--- config.mk ---
export PLATFORM = sky130hd
export DESIGN_NAME = alu_arbiter
export DESIGN_NICKNAME = d
export VERILOG_FILES = /design/src/rtl/alu_arbiter.sv
export SDC_FILE = /design/constraint.sdc
export NUM_CORES = 1
export LEC_CHECK = 0
export CORE_AREA = 2 2 146 148
export CTS_CLUSTER_DIAMETER = 100
export DETAILED_ROUTE_END_ITERATION = 8
export DIE_AREA = 0 0 148 150
export HOLD_SLACK_MARGIN = 0.08
export PLACE_DENSITY = 0.67
export SYNTH_ARGS = -nofsm -noshare
export SYNTH_HDL_FRONTEND = slang
export SYNTH_SLANG_ARGS = --single-unit
--- constraint.sdc ---
create_clock -name clk -period 2.76 [get_ports clk]
set_clock_uncertainty 0.1 [all_clocks]
set_input_delay 0.414 -clock clk [delete_from_list [all_inputs] [get_ports clk]]
set_output_delay 0.414 -clock clk [all_outputs]
set_load 0.05 [all_outputs]
--- src/rtl/alu_arbiter.sv ---
// Round-robin sequencer sharing one RV32I ALU between N requesters (2..4).
// Define ALU_ARB_FIXED_PRIO_EN for fixed priority (requester 0 highest, no pointer).
module alu_arbiter #(
    parameter int N = 2
) (
    input  logic            clk,
    input  logic            rst_n,
    input  logic [N-1:0]    req_valid,
    output logic [N-1:0]    req_ready,
    input  logic [4*N-1:0]  req_opc,
    input  logic [N-1:0]    req_sel_pc,
    input  logic [32*N-1:0] req_pc,
    input  logic [32*N-1:0] req_reg1,
    input  logic [32*N-1:0] req_src2,
    output logic [3:0]      alu_opc,
    output logic            alu_sel_pc,
    output logic [31:0]     alu_pc,
    output logic [31:0]     alu_reg1,
    output logic [31:0]     alu_src2,
    input  logic [31:0]     alu_result,
    output logic            rsp_valid,
    output logic [1:0]      rsp_id,
    output logic [31:0]     rsp_data,
    input  logic            rsp_ready
);

    typedef enum logic [1:0] {
        IDLE = 2'd0,
        EXEC = 2'd1,
        RESP = 2'd2
    } state_t;

    state_t         state_r;
    state_t         state_nxt_s;
    logic [N-1:0]   grant_s;
    logic [1:0]     grant_idx_s;
    logic           found_s;
    logic           hit_s;
    logic           open_s;
    logic           accept_s;
    logic [3:0]     sel_opc_s;
    logic           sel_pc_sel_s;
    logic [31:0]    sel_pc_s;
    logic [31:0]    sel_reg1_s;
    logic [31:0]    sel_src2_s;

`ifndef ALU_ARB_FIXED_PRIO_EN
    logic [1:0]     ptr_r;
`endif

    // Grant selection: first valid requester in search order, one-hot or zero.
    always_comb begin
        grant_s     = '0;
        grant_idx_s = 2'd0;
        found_s     = 1'b0;
        hit_s       = 1'b0;
`ifdef ALU_ARB_FIXED_PRIO_EN
        for (int i = 0; i < N; i++) begin
            hit_s       = !found_s && req_valid[i];
            grant_s[i]  = hit_s;
            grant_idx_s = hit_s ? 2'(i) : grant_idx_s;
            found_s     = found_s | hit_s;
        end
`else
        // Search starts just after the last accepted index and wraps.
        for (int k = 1; k <= N; k++) begin
            for (int i = 0; i < N; i++) begin
                hit_s       = !found_s && req_valid[i] && (i == ((int'(ptr_r) + k) % N));
                grant_s[i]  = grant_s[i] | hit_s;
                grant_idx_s = hit_s ? 2'(i) : grant_idx_s;
                found_s     = found_s | hit_s;
            end
        end
`endif
    end

    // Operand mux: AND-OR over the one-hot grant.
    always_comb begin
        sel_opc_s    = 4'd0;
        sel_pc_sel_s = 1'b0;
        sel_pc_s     = 32'd0;
        sel_reg1_s   = 32'd0;
        sel_src2_s   = 32'd0;
        for (int i = 0; i < N; i++) begin
            sel_opc_s    = sel_opc_s    | (req_opc[4*i +: 4]    & {4{grant_s[i]}});
            sel_pc_sel_s = sel_pc_sel_s | (req_sel_pc[i]        & grant_s[i]);
            sel_pc_s     = sel_pc_s     | (req_pc[32*i +: 32]   & {32{grant_s[i]}});
            sel_reg1_s   = sel_reg1_s   | (req_reg1[32*i +: 32] & {32{grant_s[i]}});
            sel_src2_s   = sel_src2_s   | (req_src2[32*i +: 32] & {32{grant_s[i]}});
        end
    end

    // Grant window: idle, or a response being consumed this cycle.
    always_comb begin
        open_s    = (state_r == IDLE) || ((state_r == RESP) && rsp_ready);
        accept_s  = open_s && (|grant_s);
        req_ready = (rst_n && open_s) ? grant_s : '0;
    end

    // Next-state logic.
    always_comb begin
        state_nxt_s = state_r;
        case (state_r)
            IDLE: begin
                if (accept_s) begin
                    state_nxt_s = EXEC;
                end else begin
                    state_nxt_s = IDLE;
                end
            end
            EXEC: state_nxt_s = RESP;
            RESP: begin
                if (!rsp_ready) begin
                    state_nxt_s = RESP;
                end else if (accept_s) begin
                    state_nxt_s = EXEC;
                end else begin
                    state_nxt_s = IDLE;
                end
            end
            default: state_nxt_s = IDLE;
        endcase
    end

    // State register.
    always_ff @(posedge clk or negedge rst_n) begin
        if (!rst_n) begin
            state_r <= IDLE;
        end else begin
            state_r <= state_nxt_s;
        end
    end

`ifndef ALU_ARB_FIXED_PRIO_EN
    // Priority pointer: last accepted index, reset so requester 0 goes first.
    always_ff @(posedge clk or negedge rst_n) begin
        if (!rst_n) begin
            ptr_r <= 2'(N - 1);
        end else if (accept_s) begin
            ptr_r <= grant_idx_s;
        end
    end
`endif

    // ALU operand registers: change only on accept so ALU inputs stay glitch-free.
    always_ff @(posedge clk or negedge rst_n) begin
        if (!rst_n) begin
            alu_opc    <= 4'd0;
            alu_sel_pc <= 1'b0;
            alu_pc     <= 32'd0;
            alu_reg1   <= 32'd0;
            alu_src2   <= 32'd0;
        end else if (accept_s) begin
            alu_opc    <= sel_opc_s;
            alu_sel_pc <= sel_pc_sel_s;
            alu_pc     <= sel_pc_s;
            alu_reg1   <= sel_reg1_s;
            alu_src2   <= sel_src2_s;
        end
    end

    // Response register: result captured one cycle after accept.
    always_ff @(posedge clk or negedge rst_n) begin
        if (!rst_n) begin
            rsp_valid <= 1'b0;
            rsp_id    <= 2'd0;
            rsp_data  <= 32'd0;
        end else begin
            if (state_r == EXEC) begin
                rsp_valid <= 1'b1;
                rsp_data  <= alu_result;
            end else if ((state_r == RESP) && rsp_ready) begin
                rsp_valid <= 1'b0;
            end
            if (accept_s) begin
                rsp_id <= grant_idx_s;
            end
        end
    end

endmodule
# Word-level counts from Yosys, hierarchy flattened
# Index checks and enable logic that the tools add are counted.
[totals]
register_bits = 138
out_inout_bits = 138
[classes]
n_mux = 9
reduce_logical = 19
eq_ne = 4
bitwise_logic = 21
n_addsub = 2
[op_table]
columns = ["cell", "count"]
rows = [
  ["$and 32x32->32", 6],
  ["$or 32x32->32", 3],
  ["$logic_not 32->1", 2],
  ["$logic_and 1x1->1", 10],
  ["$and 4x4->4", 2],
  ["$mux 1", 6],
  ["$pmux 2 s3", 1],
  ["$or 1x1->1", 5],
  ["$eq 2x2->1 const A", 2],
  ["$mux 2", 2],
  ["$or 4x4->4", 1],
  ["$logic_not 1->1", 3],
  ["$add 1x1->1 const B", 2],
  ["$and 1x1->1", 2],
  ["$and 1x1->1 const A", 2],
  ["$eq 2x1->1 const B", 1],
  ["$eq 2x2->1 const B", 1],
  ["$logic_not 2->1", 1],
  ["$reduce_bool 2->1", 1],
  ["$reduce_or 2->1", 1],
  ["$logic_or 1x1->1", 1],
]

# Logic depth before layout (Yosys ltp)
# Gate-level depths: netlist (run 1).
[logic_depth]
depth_word = 21
mapped_depth = 7

# Least setup slack after synthesis (run 1)
# Ideal clock, no wire load.
[synth_path]
path_kind = "reg2out"
start = "reg state_r[1]"
end = "out req_ready[0]"
slack_ns = -0.336
arrival_ns = 2.582
stages_incl_launch_ff = 6
path_cell_list = "dfrtp_1 > nor2b_1 > buf_2 > clkbuf_1 > clkbuf_1 > nor4_1"
[synth_via]
elab_chain_cells = 5
elab_cells_between_ends = 6
[synth_lines]
columns = ["item", "line", "text"]
rows = [
  ["from (decl)", "33", "state_t state_r;"],
  ["from (signal assigned)", "130", "state_r <= state_nxt_s;"],
  ["$eq 2x2->1", "95", "open_s = (state_r == IDLE) || ((state_r == RESP) && rsp_ready);"],
  ["$logic_and 1x1->1", "95", ""],
  ["$logic_or 1x1->1 (*)", "95", ""],
  ["$logic_and 1x1->1 (*)", "97", "req_ready = (rst_n && open_s) ? grant_s : '0;"],
  ["$mux 2 (*)", "97", ""],
  ["to (decl)", "9", "output logic [N-1:0] req_ready,"],
]
# Mark *: on every way between the ends. The rest lies on a longest branch, timed or not.

# Final worst setup path (run 1)
[layout_path]
start = "in req_valid[1]"
end = "out req_ready[1]"
[layout_via]
elab_chain_cells = 12
[layout_lines]
columns = ["item", "line", "text"]
rows = [
  ["from (decl)", "8", "input logic [N-1:0] req_valid,"],
  ["$logic_and 1x1->1 (2 in series)", "68", "hit_s = !found_s && req_valid[i] && (i == ((int'(ptr_r) + k) % N));"],
  ["$or 1x1->1", "71", "found_s = found_s | hit_s;"],
  ["$logic_not 1->1", "68", ""],
  ["$logic_and 1x1->1 (2 in series)", "68", ""],
  ["$or 1x1->1", "71", ""],
  ["$logic_not 1->1", "68", ""],
  ["$logic_and 1x1->1 (2 in series)", "68", ""],
  ["$or 1x1->1 (*)", "69", "grant_s[i] = grant_s[i] | hit_s;"],
  ["$mux 2 (*)", "97", ""],
]
# Marks and branches as above.

==> results of run 1 <==
[synthesized netlist by cell type]
| library cell | instances |
|---|---|
| mux2_2 | 32 |
| dfstp_2 | 1 |
| conb_1 | 1 |
| a2111oi_2 | 1 |
| and2_1 | 1 |
| nand2_1 | 103 |
| dfrtp_1 | 137 |
| nor2b_1 | 2 |
| buf_4 | 1 |
| buf_2 | 10 |
| or3_1 | 1 |
| clkbuf_1 | 55 |
| nor2_1 | 2 |
| nor4_1 | 102 |
| a21o_1 | 3 |
| a221o_1 | 101 |
| a21oi_1 | 2 |
| buf_6 | 7 |
| inv_1 | 4 |
[area by class of cell]
type / count / area [sq um] / area share
timing repair buffer: 392 / 3980 / 0.364
clock buffer: 18 / 439 / 0.0402
tap: 275 / 344 / 0.0315
antenna: 1 / 2.50 / 0.000229
multi-input combinational: 351 / 2520 / 0.231
inverter: 4 / 15.0 / 0.00138
sequential: 138 / 3460 / 0.317
clock inverter: 14 / 161 / 0.0148
[metrics by stage]
step,cell area [sq um],hold WS (ps)
3_3_place_gp,10300,360
6_report,10900,395
5_1_grt,10900,413
2_1_floorplan,6300,18.4
3_5_place_dp,10300,377
4_1_cts,10900,404
[power groups by stage]
stage / combinational, mW / sequential, mW / clock, mW
4_1_cts: 8.47 / 3.61 / 2.42
5_1_grt: 8.73 / 3.73 / 2.50
3_5_place_dp: 8.45 / 3.62 / 0
2_1_floorplan: 2.02 / 6.96 / 0
3_3_place_gp: 8.38 / 3.62 / 0
6_report: 8.41 / 3.61 / 2.36
[flip-flops by register name, summed over array words and instances, names as in the netlist]
register,cells
alu_src2,32
alu_opc,4
rsp_id,1
state_r,2
ptr_r,1
rsp_valid,1
alu_pc,32
rsp_data,32
alu_sel_pc,1
alu_reg1,32
[path summary, 6_finish.rpt]
| check | startpoint | to | cells after the start |
|---|---|---|---|
| worst max-delay path | req_valid[1] | req_ready[1] | 5 |
| worst min-delay path | rsp_id[0] | rsp_id[0] | 1 |
| worst max register to register | state_r[1] | alu_src2[21] | 5 |
| worst min register to register | rsp_id[0] | rsp_id[0] | 1 |
| max in group asynchronous | rst_n | state_r[0] | 3 |
| min in group asynchronous | rst_n | alu_reg1[28] | 3 |
[cells by family after synthesis]
group / Yosys count / synth area share
and+or+nand+nor: 211 / 0.168
DFF: 138 / 0.549
AOI/OAI and AO/OA: 107 / 0.168
buffers and inverters: 77 / 0.0569
muxes: 32 / 0.0573
other: 1 / 0.000596
[routing by layer]
metal | wire length, microns | share of wire | global-route usage
met1 | 9930 | 0.41 | 0.271
met4 | 563 | 0.023 | 0.0757
met3 | 1570 | 0.065 | 0.0482
met2 | 12200 | 0.50 | 0.350
met5 | 0 | 0 | 0
==> run_results.csv, run 1 <==
group,metric,value,unit
place,dp.cells,1159,
grt,grt_max_degree,139,
critical_path,start_kind,"input port",
place,place.gp.congestion,0.812,
synthesis,ys_warn_count,0,
layout,mostFrequentLayoutCells,"clkdlybuf4s50_1, dfrtp_1, nand2_1",
critical_path,path_buf_inv,3,
timing,max_freq,410,MHz
drt,vias,6246,
drt,firstDrtPassIters,5,
timing,min_period_over_period,0.884,
critical_path,crit_family,"buffers and inverters",
place,dpl.hpwl,16000,microns
floorplan,dieArea,22200,sq um
layout,final_common_cell,"clkdlybuf4s50_1",
timing,final.min_clock_period,2440,ps
power_and_ir_drop,p_int,7.46,mW
power_and_ir_drop,power,14.4,mW
clock_network,clock_latency,420,ps
grt,antenna_found_initial,1,
place,io_buffers,375,
timing,slew-limit-headroom,0.494,
drt,drc,0,
critical_path,cp.required,2250,ps
timing,rsz0062_at_grt,"no",
floorplan,io_pins,377,
power_and_ir_drop,p_leak,4.39,nW
floorplan,coreArea,20700,sq um
timing,finalMaxSlewViolations,0,
clock_network,tritoncts,"done",
layout,nNetsFinal,1143,
synthesis,synthCells,566,
timing,setup_tns,0,ps
drt,viasPerCell,5.24,
grt,grt_pass1_vias,6258,
synthesis,synth_cell_type_count,19,
clock_network,cts_root_buf,"clkbuf_16",
critical_path,path_cells,"clkdlybuf4s50_1 -> inv_1 -> a2111oi_4 -> and2_1 -> buf_12",
clock_network,clkTransAtPathRegs,60,ps
power_and_ir_drop,pwr-share-seq,0.251,
floorplan,num_rows,53,
clock_network,htree_levels,4,
job,drv_cap,0,
floorplan,fp.dieH,150,microns
clock_network,cts_hold_buf,1,
timing,layout_setup_ws,320,ps
power_and_ir_drop,clkPwrFrac,0.164,
synthesis,synth_area_per_cell,11.1,sq um
drt,detail-route-antenna-nets,0,
layout,layout.cells.non_filler,1193,
clock_network,postCtsSetupBuffers,0,
clock_network,cts-resized-gates,0,
synthesis,synthTopCellsByArea,"dfrtp_1, a221o_1, nor4_1",
critical_path,crit_arrival,1930,ps
synthesis,yosysTopAreaCell,"dfrtp_1",
layout,fin_util,0.528,
drt,finalWirelength,24300,microns
drt,first_iter_violations,378,
timing,hold_violations,0,
place,pre_cts_ws,290,ps
timing,worst_slew_pin_slew,759,ps
critical_path,path_max_fanout,3,
critical_path,cp-end-kind,"primary output",
clock_network,cts_made_buffers,17,
critical_path,critPathKind,"in2out",
power_and_ir_drop,p_per_area,1320,nW/um^2
layout,drive_gt1_frac,0.100,
power_and_ir_drop,net-switching-power,6.93,mW
power_and_ir_drop,switching_share,0.482,
grt,grt.total_usage,0.211,
power_and_ir_drop,comb_power_share,0.585,
power_and_ir_drop,ir_drop,0.537,mV
run_status,status,"finished clean",
layout,syn2layout_area_growth,73.5,%
grt,grt_pass1_wl,36600,microns
synthesis,ys_ff_latch,138,
synthesis,synth_top_cell_area_share,0.545,
floorplan,start_util,0.304,
timing,finalSetupViolCount,0,
grt,grt-ovfl-total,0,
floorplan,die_w,148,microns
layout,nFillCells,1837,
synthesis,synthesis.nets,805,
clock_network,clockBufferDepth,2,
drt,wl_per_cell,20.3,microns
synthesis,synth-seq-area-share,0.549,
critical_path,r2r_slack,790,ps
critical_path,slowest_stage,"clkdlybuf4s50_1",
worst_hold_path,worstHoldPathType,"reg2reg",
critical_path,cpPeakStageDelay,540,ps
clock_network,cts_sinks,138,
synthesis,syn_area,6290,sq um
No activity file was read; power rests on OpenSTA's default activity.
==> run 2: changes to the inputs <==
Settings changed: CTS_CLUSTER_DIAMETER 100 to 40.
==> results of run 2 <==
The final DEF is identical to that of run 1; final timing and power are the same.
==> run 3: changes to the inputs <==
Settings changed: CTS_CLUSTER_SIZE set to 12.
==> results of run 3 <==
The final DEF is identical to that of run 1; final timing and power are the same.
